==> src/rtl/pipe_arbiter.sv <==
// pipe_arbiter: packet-atomic round-robin arbiter merging Inputs valid/ready pipes into one.
// A channel keeps the grant from its first beat until its stop beat is accepted.
module pipe_arbiter #(
    parameter int Width = 8,
    parameter int Inputs = 4,
    localparam int IW = $clog2(Inputs)
) (
    input  logic                    clock,
    input  logic                    reset,
    input  logic [Inputs*Width-1:0] in_data,
    input  logic [Inputs-1:0]       in_valid,
    input  logic [Inputs-1:0]       in_start,
    input  logic [Inputs-1:0]       in_stop,
    output logic [Inputs-1:0]       in_ready,
    output logic [Width-1:0]        out_data,
    output logic                    out_valid,
    output logic                    out_start,
    output logic                    out_stop,
    input  logic                    out_ready,
    output logic                    grant_valid,
    output logic [IW-1:0]           grant_index
);
    typedef enum logic {IDLE, LOCKED} state_t;
    state_t state;
    logic [IW-1:0] last, grant, sel;
    logic done;
    // Scan offsets high-to-low so the nearest valid channel above last wins.
    always_comb begin
        sel = '0;
        for (int k = Inputs; k >= 1; k--)
            if (in_valid[(int'(last) + k) % Inputs]) sel = IW'((int'(last) + k) % Inputs);
    end
    always_comb begin
        in_ready = '0;
        if (grant_valid) in_ready[grant] = out_ready;
    end
    assign grant_valid = state == LOCKED;
    assign grant_index = grant;
    assign out_valid   = grant_valid & in_valid[grant];
    assign out_start   = grant_valid & in_start[grant];
    assign out_stop    = grant_valid & in_stop[grant];
    assign out_data    = grant_valid ? in_data[int'(grant)*Width +: Width] : '0;
    assign done        = out_valid & out_ready & in_stop[grant];
    always_ff @(posedge clock) begin
        if (reset) begin
            state <= IDLE;
            last  <= IW'(Inputs - 1);
            grant <= '0;
        end else if (!grant_valid) begin
            if (|in_valid) begin
                state <= LOCKED;
                grant <= sel;
            end
        end else if (done) begin
            state <= IDLE;
            last  <= grant;
            grant <= '0;
        end
    end
endmodule
==> config.mk <==
export PLATFORM = sky130hd
export DESIGN_NAME = pipe_arbiter
export DESIGN_NICKNAME = d
export VERILOG_FILES = /design/src/rtl/pipe_arbiter.sv
export SDC_FILE = /design/constraint.sdc
export NUM_CORES = 1
export LEC_CHECK = 0
export ABC_AREA = 1
export CAP_MARGIN = 20
export CORE_UTILIZATION = 30
export DETAILED_ROUTE_END_ITERATION = 10
export GPL_TIMING_DRIVEN = 0
export PLACE_DENSITY_LB_ADDON = 0.05
export SKIP_LAST_GASP = 1
export SLEW_MARGIN = 10
export SYNTH_ARGS = -nofsm -noshare
export SYNTH_HDL_FRONTEND = slang
export SYNTH_SLANG_ARGS = --single-unit
==> constraint.sdc <==
create_clock -name clock -period 2.3 [get_ports clock]
set_input_delay 0.23 -clock clock [delete_from_list [all_inputs] [get_ports clock]]
set_output_delay 0.23 -clock clock [all_outputs]
set_load 0.005 [all_outputs]
==> impl_metrics.csv <==
group,metric,value,unit
status,result_of_the_run,"finished, final reports clean",
worst_setup_path,worstPathCellList,"inv_2, nor2_2, buf_4, nand2_2, nand4_4, inv_2, nor2_1, clkdlybuf4s50_1",
placement,buffer_ports.inserted,64,
worst_setup_path,cpPeakStageDelay,0.53,ns
floorplanning,placementRows,18,
clock_network,htreeDepth,1,
finish,drive_above_1_share,11.9,%
timing,timing.final.max_slew_violations,0,
detailed_routing,drc,0,
min_path,min_delay_worst_endpoint,"grant_valid$_SDFF_PP0_",
worst_setup_path,worstPathBufferInverterCount,4,
power_and_ir_drop,internal_power,355,uW
logic_synthesis,synth.distinct_cells,23,
logic_synthesis,synth.area.mux_share,0,%
clock_network,post_cts_buffers,0,
finish,fin_area,0.00148,mm2
floorplanning,initial_core_util,31.5,%
worst_setup_path,cpLargestDelayFamily,"buffers and inverters",
timing,fin_ws,0.165,ns
worst_setup_path,critical_path.slowest_cell,"sky130_fd_sc_hd__clkdlybuf4s50_1",
timing,final_setup_viols,0,
worst_setup_path,critical_path.reg2reg.endpoint,"last[1]$_SDFFE_PP1P_",
detailed_routing,routed_wl,2760,um
detailed_routing,post_drt_wl_per_cell,11.9,um
timing,tightest_slew,0.494,ns
detailed_routing,drt_first_pass_iters,4,
clock_network,tritoncts_num_sinks,5,
placement,place_worst_setup_slack,0.376,ns
placement,postPlaceCellArea,0.00145,mm2
global_routing,grt_pass1_wl,3960,um
power_and_ir_drop,power.net_switching,197,uW
floorplanning,die_h,52.8,um
worst_setup_path,crit_path_start_kind,"flip-flop",
logic_synthesis,synth_top_family_by_area,"simple AND/OR/NAND/NOR gates",
floorplanning,coreArea,0.00245,mm2
logic_synthesis,sequential_fraction_of_the_synthesis_area,12.9,%
global_routing,grt_total_ovfl,0,
timing,period_share,92.8,%
clock_network,cts_hold_repair.buffers,0,
power_and_ir_drop,power.density_cell_area,374,mW/mm2
logic_synthesis,post_synth_xor_area_fraction,0,%
worst_setup_path,timing.setup.critical_path_class,"flip-flop to output pin",
placement,place_hpwl,2180,um
clock_network,clk_path_buf_depth,2,
clock_network,cts-root-buf,"sky130_fd_sc_hd__clkbuf_4",
logic_synthesis,yosysWarnings,0,
clock_network,clock_latency,0.24,ns
logic_synthesis,mappedNetlistNets,181,
logic_synthesis,area_fraction_in_compound_gates_after_synthesis,23.1,%
logic_synthesis,syn_avg_cell_area,5.77,um2
logic_synthesis,synthCells,134,
timing,final.setup_skew,0.00683,ns
placement,place_congestion,0.740,
floorplanning,design.portCount,65,
logic_synthesis,yosys_register_bits,5,
power_and_ir_drop,pwr-share-comb,62.1,%
timing,hold_violations,0,
worst_setup_path,timing.reg2reg.worst_path_depth,8,
logic_synthesis,share_of_the_synthesized_area_in_the_top_cell_type,26.7,%
clock_network,tritoncts,"yes",
finish,layout-area-overhead-vs-synth,91.1,%
min_path,timing.hold.worst.class,"flip-flop to flip-flop",
finish,multi_input_comb_area,567,um2
logic_synthesis,synth_largest_area_cell,"sky130_fd_sc_hd__nand2_1",
floorplanning,floorplan.die.width,52.8,um
worst_setup_path,worst-endpoint-arrival,1.91,ns
detailed_routing,drt-vias-per-instance,4.86,
floorplanning,die_area,0.00278,mm2
power_and_ir_drop,clock_power_share,18.3,%
finish,finish.net_count,250,
finish,seqCellArea,100,um2
run,drv.max_cap_violation_count,0,
logic_synthesis,yosys.area_share.adder,0,%
timing,fmax,0.468,GHz
worst_setup_path,reg2reg_from,"grant_index[0]$_SDFFE_PP0P_",
worst_setup_path,cpMostUsedCell,"sky130_fd_sc_hd__inv_2",
power_and_ir_drop,power.share.sequential,19.6,%
worst_setup_path,end_kind,"output pin",
timing,max_slew_margin,67.1,%
global_routing,antenna_found_initial,0,
logic_synthesis,synth-simple-area-share,50.2,%
worst_setup_path,reg2reg_setup_slack,0.89,ns
min_path,min-delay-start,"grant_valid$_SDFF_PP0_",
global_routing,grt_pass1_vias,912,
finish,fillCellCount,236,
clock_network,postCtsResizedCells,0,
global_routing,grt_max_degree,11,
worst_setup_path,cp.required,2.07,ns
timing,unrepaired_setup_endpoints_after_global_routing,"false",
detailed_routing,antenna_left,0,
detailed_routing,total_number_of_vias,1128,
finish,n_antenna_cell,0,
power_and_ir_drop,switching_share,35.7,%
clock_network,clk_pin_slew,0.05,ns
min_path,min_delay_path_depth,2,
detailed_routing,detailedRoute.firstIterationViolations,21,
global_routing,globalRouteTotalUtil,19.0,%
power_and_ir_drop,max_vdd_drop,0.000308,V
logic_synthesis,synthesis.area,773,um2
clock_network,cts-buffers-inserted,3,
worst_setup_path,critical_path.max_fanout,10,
power_and_ir_drop,cellLeakagePower,0.000643,uW
timing,timing.final.crit_period,2.14,ns
logic_synthesis,yosys-top-cells-area,"sky130_fd_sc_hd__nand2_1 (27%), sky130_fd_sc_hd__dfxtp_1 (13%), sky130_fd_sc_hd__a22oi_1 (8.7%)",
timing,setup-tns-final,0,ns
-- sequential cells by signal (all words and copies together) (netlist names) --
signal and flops:
grant_valid 1, grant_index 2, last 2
-- worst max-delay path by stage --
stage / start / end / slack, ns / cells past startpoint
final: grant_index[0]$_SDFFE_PP0P_ / out_valid / 0.16 / 8
after global routing: grant_index[0]$_SDFFE_PP0P_ / out_data[5] / 0.02 / 6
after CTS: grant_index[0]$_SDFFE_PP0P_ / out_valid / 0.14 / 8
after detailed placement: in_valid[3] / out_valid / 0.38 / 6
after global placement: in_valid[3] / out_valid / 0.39 / 6
after floorplan: grant_index[1]$_SDFFE_PP0P_ / out_valid / 1.04 / 7
-- cell usage in the layout, fill, tap and decap left out, types with 2 or more instances in the layout --
| master | netlist | routed |
|---|---|---|
| sky130_fd_sc_hd__clkdlybuf4s50_1 | 0 | 64 |
| sky130_fd_sc_hd__nand2_1 | 55 | 55 |
| sky130_fd_sc_hd__a22oi_1 | 9 | 9 |
| sky130_fd_sc_hd__a31oi_1 | 9 | 9 |
| sky130_fd_sc_hd__nand3_1 | 9 | 9 |
| sky130_fd_sc_hd__inv_1 | 8 | 8 |
| sky130_fd_sc_hd__inv_2 | 7 | 7 |
| sky130_fd_sc_hd__dfxtp_1 | 5 | 5 |
| sky130_fd_sc_hd__nor2_1 | 4 | 4 |
| sky130_fd_sc_hd__a21oi_1 | 4 | 4 |
| sky130_fd_sc_hd__buf_6 | 3 | 3 |
| sky130_fd_sc_hd__nor3_1 | 3 | 3 |
| sky130_fd_sc_hd__nand2_4 | 3 | 3 |
| sky130_fd_sc_hd__o21ai_0 | 3 | 3 |
| sky130_fd_sc_hd__clkbuf_4 | 0 | 3 |
| sky130_fd_sc_hd__nor2_2 | 2 | 2 |
| sky130_fd_sc_hd__clkbuf_1 | 1 | 2 |
| sky130_fd_sc_hd__o211ai_1 | 2 | 2 |
-- power by group through the flow --
stage          Clock [uW]  Combinational [uW]  Sequential (uW)
6_report              101                 343              108
5_1_grt               113                 376              110
4_1_cts               103                 346              108
3_5_place_dp            0                 344              110
3_3_place_gp            0                 339              109
2_1_floorplan           0                 168              108
-- final cells by class --
cell class,instances,area share (%)
multi-input combinational,108,38.4
buffer,6,3.39
clock buffer,4,1.78
sequential,5,6.77
inverter,15,3.81
tap,30,2.54
timing repair buffer,64,43.4
-- through the flow --
stage	hold WS (ns)	instances	power (uW)	util (%)
after detailed placement	0.488	228	453	59.1
final	0.498	232	552	60.2
after CTS	0.495	232	558	60.2
after global routing	0.534	232	599	60.2
after floorplan	0.299	134	276	-
after global placement	0.477	228	448	59.1
-- cell families after synthesis --
group           after synthesis
compound gates               28
simple gates                 80
flops                         5
buf+inv                      21
-- synthesized netlist by cell type --
cell	count
sky130_fd_sc_hd__nand2_1	55
sky130_fd_sc_hd__a22oi_1	9
sky130_fd_sc_hd__a31oi_1	9
sky130_fd_sc_hd__nand3_1	9
sky130_fd_sc_hd__inv_1	8
sky130_fd_sc_hd__inv_2	7
sky130_fd_sc_hd__dfxtp_1	5
sky130_fd_sc_hd__a21oi_1	4
sky130_fd_sc_hd__nor2_1	4
sky130_fd_sc_hd__buf_6	3
sky130_fd_sc_hd__nand2_4	3
sky130_fd_sc_hd__nor3_1	3
sky130_fd_sc_hd__o21ai_0	3
sky130_fd_sc_hd__nor2_2	2
sky130_fd_sc_hd__o211ai_1	2
sky130_fd_sc_hd__buf_2	1
sky130_fd_sc_hd__buf_4	1
sky130_fd_sc_hd__clkbuf_1	1
sky130_fd_sc_hd__nand2_2	1
sky130_fd_sc_hd__nand3b_4	1
sky130_fd_sc_hd__nand4_2	1
sky130_fd_sc_hd__nand4_4	1
sky130_fd_sc_hd__o21ai_1	1
-- worst reg2reg max path: stages, from the launching register on --
cell and delay [ns]:
sky130_fd_sc_hd__dfxtp_1 0.48, sky130_fd_sc_hd__inv_2 0.09, sky130_fd_sc_hd__nor2_2 0.10, sky130_fd_sc_hd__buf_4 0.19
sky130_fd_sc_hd__nand2_2 0.08, sky130_fd_sc_hd__nand4_4 0.09, sky130_fd_sc_hd__nand3b_4 0.11, sky130_fd_sc_hd__nand2_1 0.07
sky130_fd_sc_hd__o211ai_1 0.07
-- metal layers --
layer	share of wire (%)	vias to the layer above	GRT usage, %
met5	0	-	0
met4	0.40	0	4.82
met3	4.4	2	3.77
met2	51	26	33.5
met1	44	514	23.2
li1	-	586	-
No activity file was read; power rests on OpenSTA's default activity.
